<file path="src/rtl/rv32i_io_top.sv">
// -----------------------------------------------------------------------------
// rv32i_io_top
//
// Memory-mapped IO responder for the RV32I pipeline. It is the target end of
// the memory stage's IO port. Bit 31 address qualification happens upstream,
// so only the word offset addr[7:2] is decoded here.
//
// Register map (byte offsets):
//   0x00 GPIO_OUT   r/w   drives gpio_out
//   0x04 GPIO_IN    ro    gpio_in after a two-flop synchroniser
//   0x08 TIMER      r/w   free-running up-counter; a write loads it instead
//   0x0C TIMER_CMP  r/w   compare value, resets to 0xFFFFFFFF
//   0x10 STATUS     r/w1c bit0 MATCH, bit1 FULL, bit2 EMPTY, bits[5:3] COUNT,
//                         bit6 OVF
//   0x14 TX_DATA    wo    push io_wdata[7:0] into the transmit FIFO
//   other offsets         read 0, writes ignored
//
// Ports:
//   clk        system clock
//   reset      synchronous, active-high reset
//   io_we      write strobe (full-word writes only)
//   io_addr    write word address [31:2]
//   io_wdata   write data
//   io_raddr   read word address [31:2], presented every cycle
//   io_rdata   registered read data for io_raddr of the previous cycle
//   gpio_in    asynchronous external inputs
//   gpio_out   GPIO output register
//   timer_irq  sticky timer-match flag (STATUS.MATCH)
//   tx_data    FIFO head byte
//   tx_valid   FIFO non-empty
//   tx_ready   sink takes the head byte this cycle
// -----------------------------------------------------------------------------
module rv32i_io_top #(
  parameter int FIFO_DEPTH = 4
) (
  input  logic        clk,
  input  logic        reset,
  input  logic        io_we,
  input  logic [31:2] io_addr,
  input  logic [31:0] io_wdata,
  input  logic [31:2] io_raddr,
  output logic [31:0] io_rdata,
  input  logic [31:0] gpio_in,
  output logic [31:0] gpio_out,
  output logic        timer_irq,
  output logic [7:0]  tx_data,
  output logic        tx_valid,
  input  logic        tx_ready
);

  // Pointer and occupancy widths: pointers wrap naturally at FIFO_DEPTH,
  // the count needs one extra bit to represent "full".
  localparam int PW = $clog2(FIFO_DEPTH);
  localparam int CW = PW + 1;
  localparam logic [CW-1:0] DEPTH_C = CW'(FIFO_DEPTH);

  localparam logic [5:0] OFF_GPIO_OUT  = 6'h00;
  localparam logic [5:0] OFF_GPIO_IN   = 6'h01;
  localparam logic [5:0] OFF_TIMER     = 6'h02;
  localparam logic [5:0] OFF_TIMER_CMP = 6'h03;
  localparam logic [5:0] OFF_STATUS    = 6'h04;
  localparam logic [5:0] OFF_TX_DATA   = 6'h05;

  // ---------------------------------------------------------------------------
  // State
  // ---------------------------------------------------------------------------
  logic [31:0]   r_gpio_out;
  logic [31:0]   r_sync1;
  logic [31:0]   r_sync2;
  logic [31:0]   r_timer;
  logic [31:0]   r_timer_cmp;
  logic          r_match;
  logic          r_ovf;
  logic [7:0]    r_mem [FIFO_DEPTH];
  logic [PW-1:0] r_rd_ptr;
  logic [PW-1:0] r_wr_ptr;
  logic [CW-1:0] r_count;
  logic [31:0]   r_rdata;

  // ---------------------------------------------------------------------------
  // Decode and FIFO control
  // ---------------------------------------------------------------------------
  logic [5:0]  w_wr_off;
  logic [5:0]  w_rd_off;
  logic        w_wr_gpio;
  logic        w_wr_timer;
  logic        w_wr_cmp;
  logic        w_wr_status;
  logic        w_push;
  logic        w_full;
  logic        w_empty;
  logic        w_pop;
  logic        w_push_ok;
  logic        w_ovf_set;
  logic        w_match_set;
  logic        w_match_clr;
  logic        w_ovf_clr;
  logic [31:0] w_status;
  logic [31:0] w_rdata_next;

  assign w_wr_off    = io_addr[7:2];
  assign w_rd_off    = io_raddr[7:2];

  assign w_wr_gpio   = io_we && (w_wr_off == OFF_GPIO_OUT);
  assign w_wr_timer  = io_we && (w_wr_off == OFF_TIMER);
  assign w_wr_cmp    = io_we && (w_wr_off == OFF_TIMER_CMP);
  assign w_wr_status = io_we && (w_wr_off == OFF_STATUS);
  assign w_push      = io_we && (w_wr_off == OFF_TX_DATA);

  assign w_full      = (r_count == DEPTH_C);
  assign w_empty     = (r_count == {CW{1'b0}});
  assign w_pop       = !w_empty && tx_ready;

  // A pop frees the head slot in the same edge, so a push into a full FIFO
  // is accepted whenever a pop coincides with it.
  assign w_push_ok   = w_push && (!w_full || w_pop);
  assign w_ovf_set   = w_push && w_full && !w_pop;

  // Equality is checked on the current timer value; MATCH rises one edge later.
  assign w_match_set = (r_timer == r_timer_cmp);
  assign w_match_clr = w_wr_status && io_wdata[0];
  assign w_ovf_clr   = w_wr_status && io_wdata[6];

  assign w_status = {25'd0, r_ovf, r_count, w_empty, w_full, r_match};

  // Read multiplexer: selects the register addressed by io_raddr this cycle.
  always_comb begin
    w_rdata_next = 32'd0;
    case (w_rd_off)
      OFF_GPIO_OUT:  w_rdata_next = r_gpio_out;
      OFF_GPIO_IN:   w_rdata_next = r_sync2;
      OFF_TIMER:     w_rdata_next = r_timer;
      OFF_TIMER_CMP: w_rdata_next = r_timer_cmp;
      OFF_STATUS:    w_rdata_next = w_status;
      default:       w_rdata_next = 32'd0;
    endcase
  end

  // ---------------------------------------------------------------------------
  // Registers
  // ---------------------------------------------------------------------------

  // Registered read data: one-cycle latency, matching the data RAM.
  always_ff @(posedge clk) begin
    if (reset) begin
      r_rdata <= 32'd0;
    end else begin
      r_rdata <= w_rdata_next;
    end
  end

  // GPIO output register.
  always_ff @(posedge clk) begin
    if (reset) begin
      r_gpio_out <= 32'd0;
    end else if (w_wr_gpio) begin
      r_gpio_out <= io_wdata;
    end
  end

  // Two-flop synchroniser for the asynchronous GPIO inputs.
  always_ff @(posedge clk) begin
    if (reset) begin
      r_sync1 <= 32'd0;
      r_sync2 <= 32'd0;
    end else begin
      r_sync1 <= gpio_in;
      r_sync2 <= r_sync1;
    end
  end

  // Free-running timer; a software write replaces the increment that cycle.
  always_ff @(posedge clk) begin
    if (reset) begin
      r_timer <= 32'd0;
    end else if (w_wr_timer) begin
      r_timer <= io_wdata;
    end else begin
      r_timer <= r_timer + 32'd1;
    end
  end

  // Timer compare register.
  always_ff @(posedge clk) begin
    if (reset) begin
      r_timer_cmp <= 32'hFFFF_FFFF;
    end else if (w_wr_cmp) begin
      r_timer_cmp <= io_wdata;
    end
  end

  // Sticky MATCH and OVF flags; a set in the same cycle as a W1C wins.
  always_ff @(posedge clk) begin
    if (reset) begin
      r_match <= 1'b0;
      r_ovf   <= 1'b0;
    end else begin
      r_match <= w_match_set | (r_match & ~w_match_clr);
      r_ovf   <= w_ovf_set   | (r_ovf   & ~w_ovf_clr);
    end
  end

  // FIFO storage: contents need no reset, validity is tracked by the count.
  always_ff @(posedge clk) begin
    if (w_push_ok) begin
      r_mem[r_wr_ptr] <= io_wdata[7:0];
    end
  end

  // FIFO pointers and occupancy.
  always_ff @(posedge clk) begin
    if (reset) begin
      r_rd_ptr <= {PW{1'b0}};
      r_wr_ptr <= {PW{1'b0}};
      r_count  <= {CW{1'b0}};
    end else begin
      if (w_pop) begin
        r_rd_ptr <= r_rd_ptr + PW'(1);
      end
      if (w_push_ok) begin
        r_wr_ptr <= r_wr_ptr + PW'(1);
      end
      case ({w_push_ok, w_pop})
        2'b10:   r_count <= r_count + CW'(1);
        2'b01:   r_count <= r_count - CW'(1);
        default: r_count <= r_count;
      endcase
    end
  end

  // ---------------------------------------------------------------------------
  // Outputs
  // ---------------------------------------------------------------------------
  assign io_rdata  = r_rdata;
  assign gpio_out  = r_gpio_out;
  assign timer_irq = r_match;
  assign tx_valid  = !w_empty;
  // Head entry is stable while stalled because only a pop moves r_rd_ptr.
  assign tx_data   = r_mem[r_rd_ptr];

endmodule

</file>
<file path="config.mk">
export PLATFORM = sky130hd
export DESIGN_NAME = rv32i_io_top
export DESIGN_NICKNAME = d
export VERILOG_FILES = /design/src/rtl/rv32i_io_top.sv
export SDC_FILE = /design/constraint.sdc
export NUM_CORES = 1
export LEC_CHECK = 0
export BUFFER_PORTS_ARGS = -buffer_cell sky130_fd_sc_hd__buf_2
export CORE_ASPECT_RATIO = 0.8
export CORE_MARGIN = 2
export CORE_UTILIZATION = 54
export DETAILED_ROUTE_END_ITERATION = 16
export PLACE_DENSITY = 0.79
export SYNTH_ARGS = -nofsm -noshare
export SYNTH_HDL_FRONTEND = slang
export SYNTH_SLANG_ARGS = --single-unit
</file>
<file path="constraint.sdc">
create_clock -name clk -period 2.7 [get_ports clk]
set_input_delay 0.27 -clock clk [delete_from_list [all_inputs] [get_ports clk]]
set_output_delay 0.27 -clock clk [all_outputs]
set_load 0.02 [all_outputs]
</file>
==> impl_metrics.tcl <==
set metrics [dict create \
    worstPathArrival_ns 1.92 \
    final_cell_area_um2 11500 \
    num_rows 43 \
    coreArea_um2 17300 \
    r2r_slack_ns 0.63 \
    endpoint "tx_data[2]" \
    multi_input_area_um2 4250 \
    min_period_over_period_pct 81.2 \
    vias 7565 \
    power_switching_mw 1.72 \
    port_buffers 153 \
    critPathLaunchType "flop" \
    grt_remaining_overflow 0 \
    antenna_left 0 \
    die-height_um 123 \
    cts_tree "done" \
    routed_wl_mm 23.8 \
    htree_num_levels 1 \
    post-route-drc-count 0 \
    io_pins 202 \
    synth_fp_nets 1099 \
    cts_buffers 23 \
    drive_above_1_share_pct 23.0 \
    avgSynthCellArea_um2 9.89 \
    fin_nets 1260 \
    seq_power_share_pct 50.4 \
    dieWidth_um 153 \
    combPwrFrac_pct 9.0 \
    intPower_mw 5.73 \
    synth_cells 965 \
    cp_max_fo 8 \
    crit_chain "mux4_2 -> buf_2" \
    synth_edf_count 32 \
    clkPwrFrac_pct 40.6 \
    crit_required_ns 2.43 \
    clock-sinks 235 \
    insertedDiodeCount 0 \
    grt_pass1_vias 7335 \
    ys_seq_elements 235 \
    start_util_pct 55.1 \
    hold_depth 2 \
    rr_worst_depth 5 \
    antenna_found_initial 1 \
    synth_ff_type "dfxtp_1" \
    crit_path_end_kind "primary output" \
    pwr_density_cell_nw_per_um2 646 \
    grt_pass1_wl_mm 38.1 \
    synthArstFlopShare_pct 0 \
    layoutNonFillerInstCount 1366 \
    ir_drop_v 0.000443 \
    critPathKind "flop to primary output" \
    yosysSeqAreaShare_pct 52.6 \
    drt_iter0_drc 771 \
    first_pass_iters 5 \
    rr_endpoint "r_timer[23]" \
    cp_slowest_stage_delay_ns 0.68 \
    clk_pin_slew_ns 0.06 \
    viasPerCell 5.54 \
    worstMarginPinSlew_ns 0.888 \
    fin_crit_ns 2.19 \
    cts_root_buf "clkbuf_16" \
    ys_types 50 \
    hold_viol 0 \
    dpl_cell_area_um2 10500 \
    power.leakage_nw 4.60 \
    status "complete, no violations" \
    place_hpwl_mm 15.8 \
    netlist_area_um2 9540 \
    worstSkewPairLatency_ns 0.50 \
    wl_per_cell_um 17.4 \
    die_area_um2 18800 \
    setup_viol 0 \
    rsz0062_at_grt "no" \
    sw_frac_of_total_pct 23.1 \
    holdCritStartpoint "gpio_in[30]" \
    hold_path.class "primary input to flop" \
    cpMaxStageDelayCell "dfxtp_1" \
    track_usage_pct 25.1 \
    grt_max_degree 91 \
    r2r_start "r_timer[8]" \
    cts_setup_buffers 0 \
    seqCellArea_um2 5020 \
    tns_ns 0 \
    clock_tree.buffer_depth 3 \
    slew_viol_final 0 \
    maxSlewHeadroom_pct 40.8 \
    synth_warnings 0 \
    syn_to_final_growth_pct 20.8 \
    place_inst 1298 \
    drv_cap 0 \
    routabilityCongestion 0.863 \
    skew_ns 0.0123 \
    fmax_ghz 0.456 \
    fill_cells 1349 \
]
==> cell type report <==
type                       instances  area share, %
sequential                       235           43.6
multi-input combinational        656           36.9
timing repair buffer             204           10.8
clock buffer                      35           5.64
tap                              225           2.44
clock inverter                     5          0.467
inverter                           6          0.195
==> power by group through the flow <==
stage / sequential [mW] / combinational [mW] / clock [mW]
after floorplan: 3.76 / 0.461 / 0
final: 3.76 / 0.670 / 3.03
after detailed placement: 3.83 / 0.625 / 0
after global routing: 3.77 / 0.717 / 3.22
after CTS: 3.75 / 0.666 / 3.06
after global placement: 3.82 / 0.614 / 0
==> synthesized netlist by cell type (6+ instances only) <==
cell / n / area, um^2
dfxtp_1: 203 / 4060
nand2_1: 172 / 646
nor2b_1: 68 / 425
a21oi_1: 62 / 310
clkbuf_1: 49 / 184
nor2_1: 46 / 173
xnor2_1: 39 / 342
mux2_2: 37 / 417
nand3b_1: 33 / 248
a22oi_1: 32 / 240
edfxtp_1: 32 / 961
a211oi_1: 24 / 180
xor2_1: 22 / 193
nand4_1: 19 / 119
nand3_1: 14 / 70.1
and3_1: 10 / 62.6
buf_2: 10 / 50.1
mux2i_1: 10 / 100
mux4_2: 8 / 180
and2_1: 7 / 43.8
buf_1: 7 / 26.3
inv_1: 6 / 22.5
o21ai_0: 6 / 30.0
==> metrics by stage <==
step	utilization, %	power (mW)	hold WS, ns	setup slack [ns]
finish	66.6	7.45	0.0124	0.506
global route	66.6	7.71	0.0157	0.385
CTS	66.6	7.48	0.00734	0.465
detailed placement	60.9	4.45	0.420	0.557
global placement	60.9	4.44	0.419	0.613
floorplan	-	4.23	0.369	0.709
==> worst min-delay path by stage <==
| stage | slack [ns] | end |
|---|---|---|
| detailed placement | 0.42 | r_sync2[24] |
| finish | 0.01 | r_sync1[30] |
| global route | 0.02 | r_timer_cmp[18] |
| CTS | 0.007 | r_sync1[30] |
| global placement | 0.42 | r_sync2[14] |
| floorplan | 0.37 | r_mem[0][0] |
==> what timing repair did <==
item | in CTS | in global routing
resized for setup | 0 | 0
hold buffers | 28 | 0
endpoints found under the hold margin | 28 | 0
==> worst max-delay path, delay by kind of cell (launching register included) <==
kind                   cells  cell delay (ns)
buffers and inverters      1             0.17
flip-flops                 1             0.68
multiplexers               1             0.58
==> state kept, by name, summed over array words and instances (netlist names), named ones only <==
| signal | cells |
|---|---|
| gpio_out | 32 |
| r_ovf | 1 |
| timer_irq | 1 |
| r_timer_cmp | 32 |
| r_sync2 | 32 |
| r_wr_ptr | 2 |
| io_rdata | 32 |
| r_sync1 | 32 |
| r_timer | 32 |
| r_mem | 32 |
| r_rd_ptr | 2 |
| r_count | 3 |
==> per-layer routing <==
layer	share of wire (%)	GRT usage (%)
met1	45	36.0
met2	45	40.3
met3	8.2	4.49
met4	1.6	5.32
met5	0	0
==> cell usage in the layout (no fill, tap or decap), drive strengths merged, types with 2 or more instances in the layout <==
cell,instances
dfxtp,203
buf,176
nand2,173
nor2b,68
a21oi,62
nor2,46
xnor2,39
mux2,37
clkbuf,35
nand3b,33
a22oi,32
edfxtp,32
dlygate4sd3,28
a211oi,24
xor2,22
nand4,19
nand3,16
mux2i,10
and3,10
mux4,8
and2,7
inv,7
o21ai,6
ha,5
or3,4
o22ai,4
nor3b,4
nor3,4
nor4,4
nand2b,3
clkinv,3
nor4b,3
a31oi,2
and4,2
a311oi,2
a222oi,2
==> kinds of logic after synthesis <==
kind of cell,synth area share (%)
buffers and inverters,3.09
xor gates and xnor gates,5.60
muxes,7.30
adders and majority gates,0.865
and+or+nand+nor,21.5
DFF,52.6
AOI/OAI and AO/OA,9.01
(Power assumes the default switching activity.)
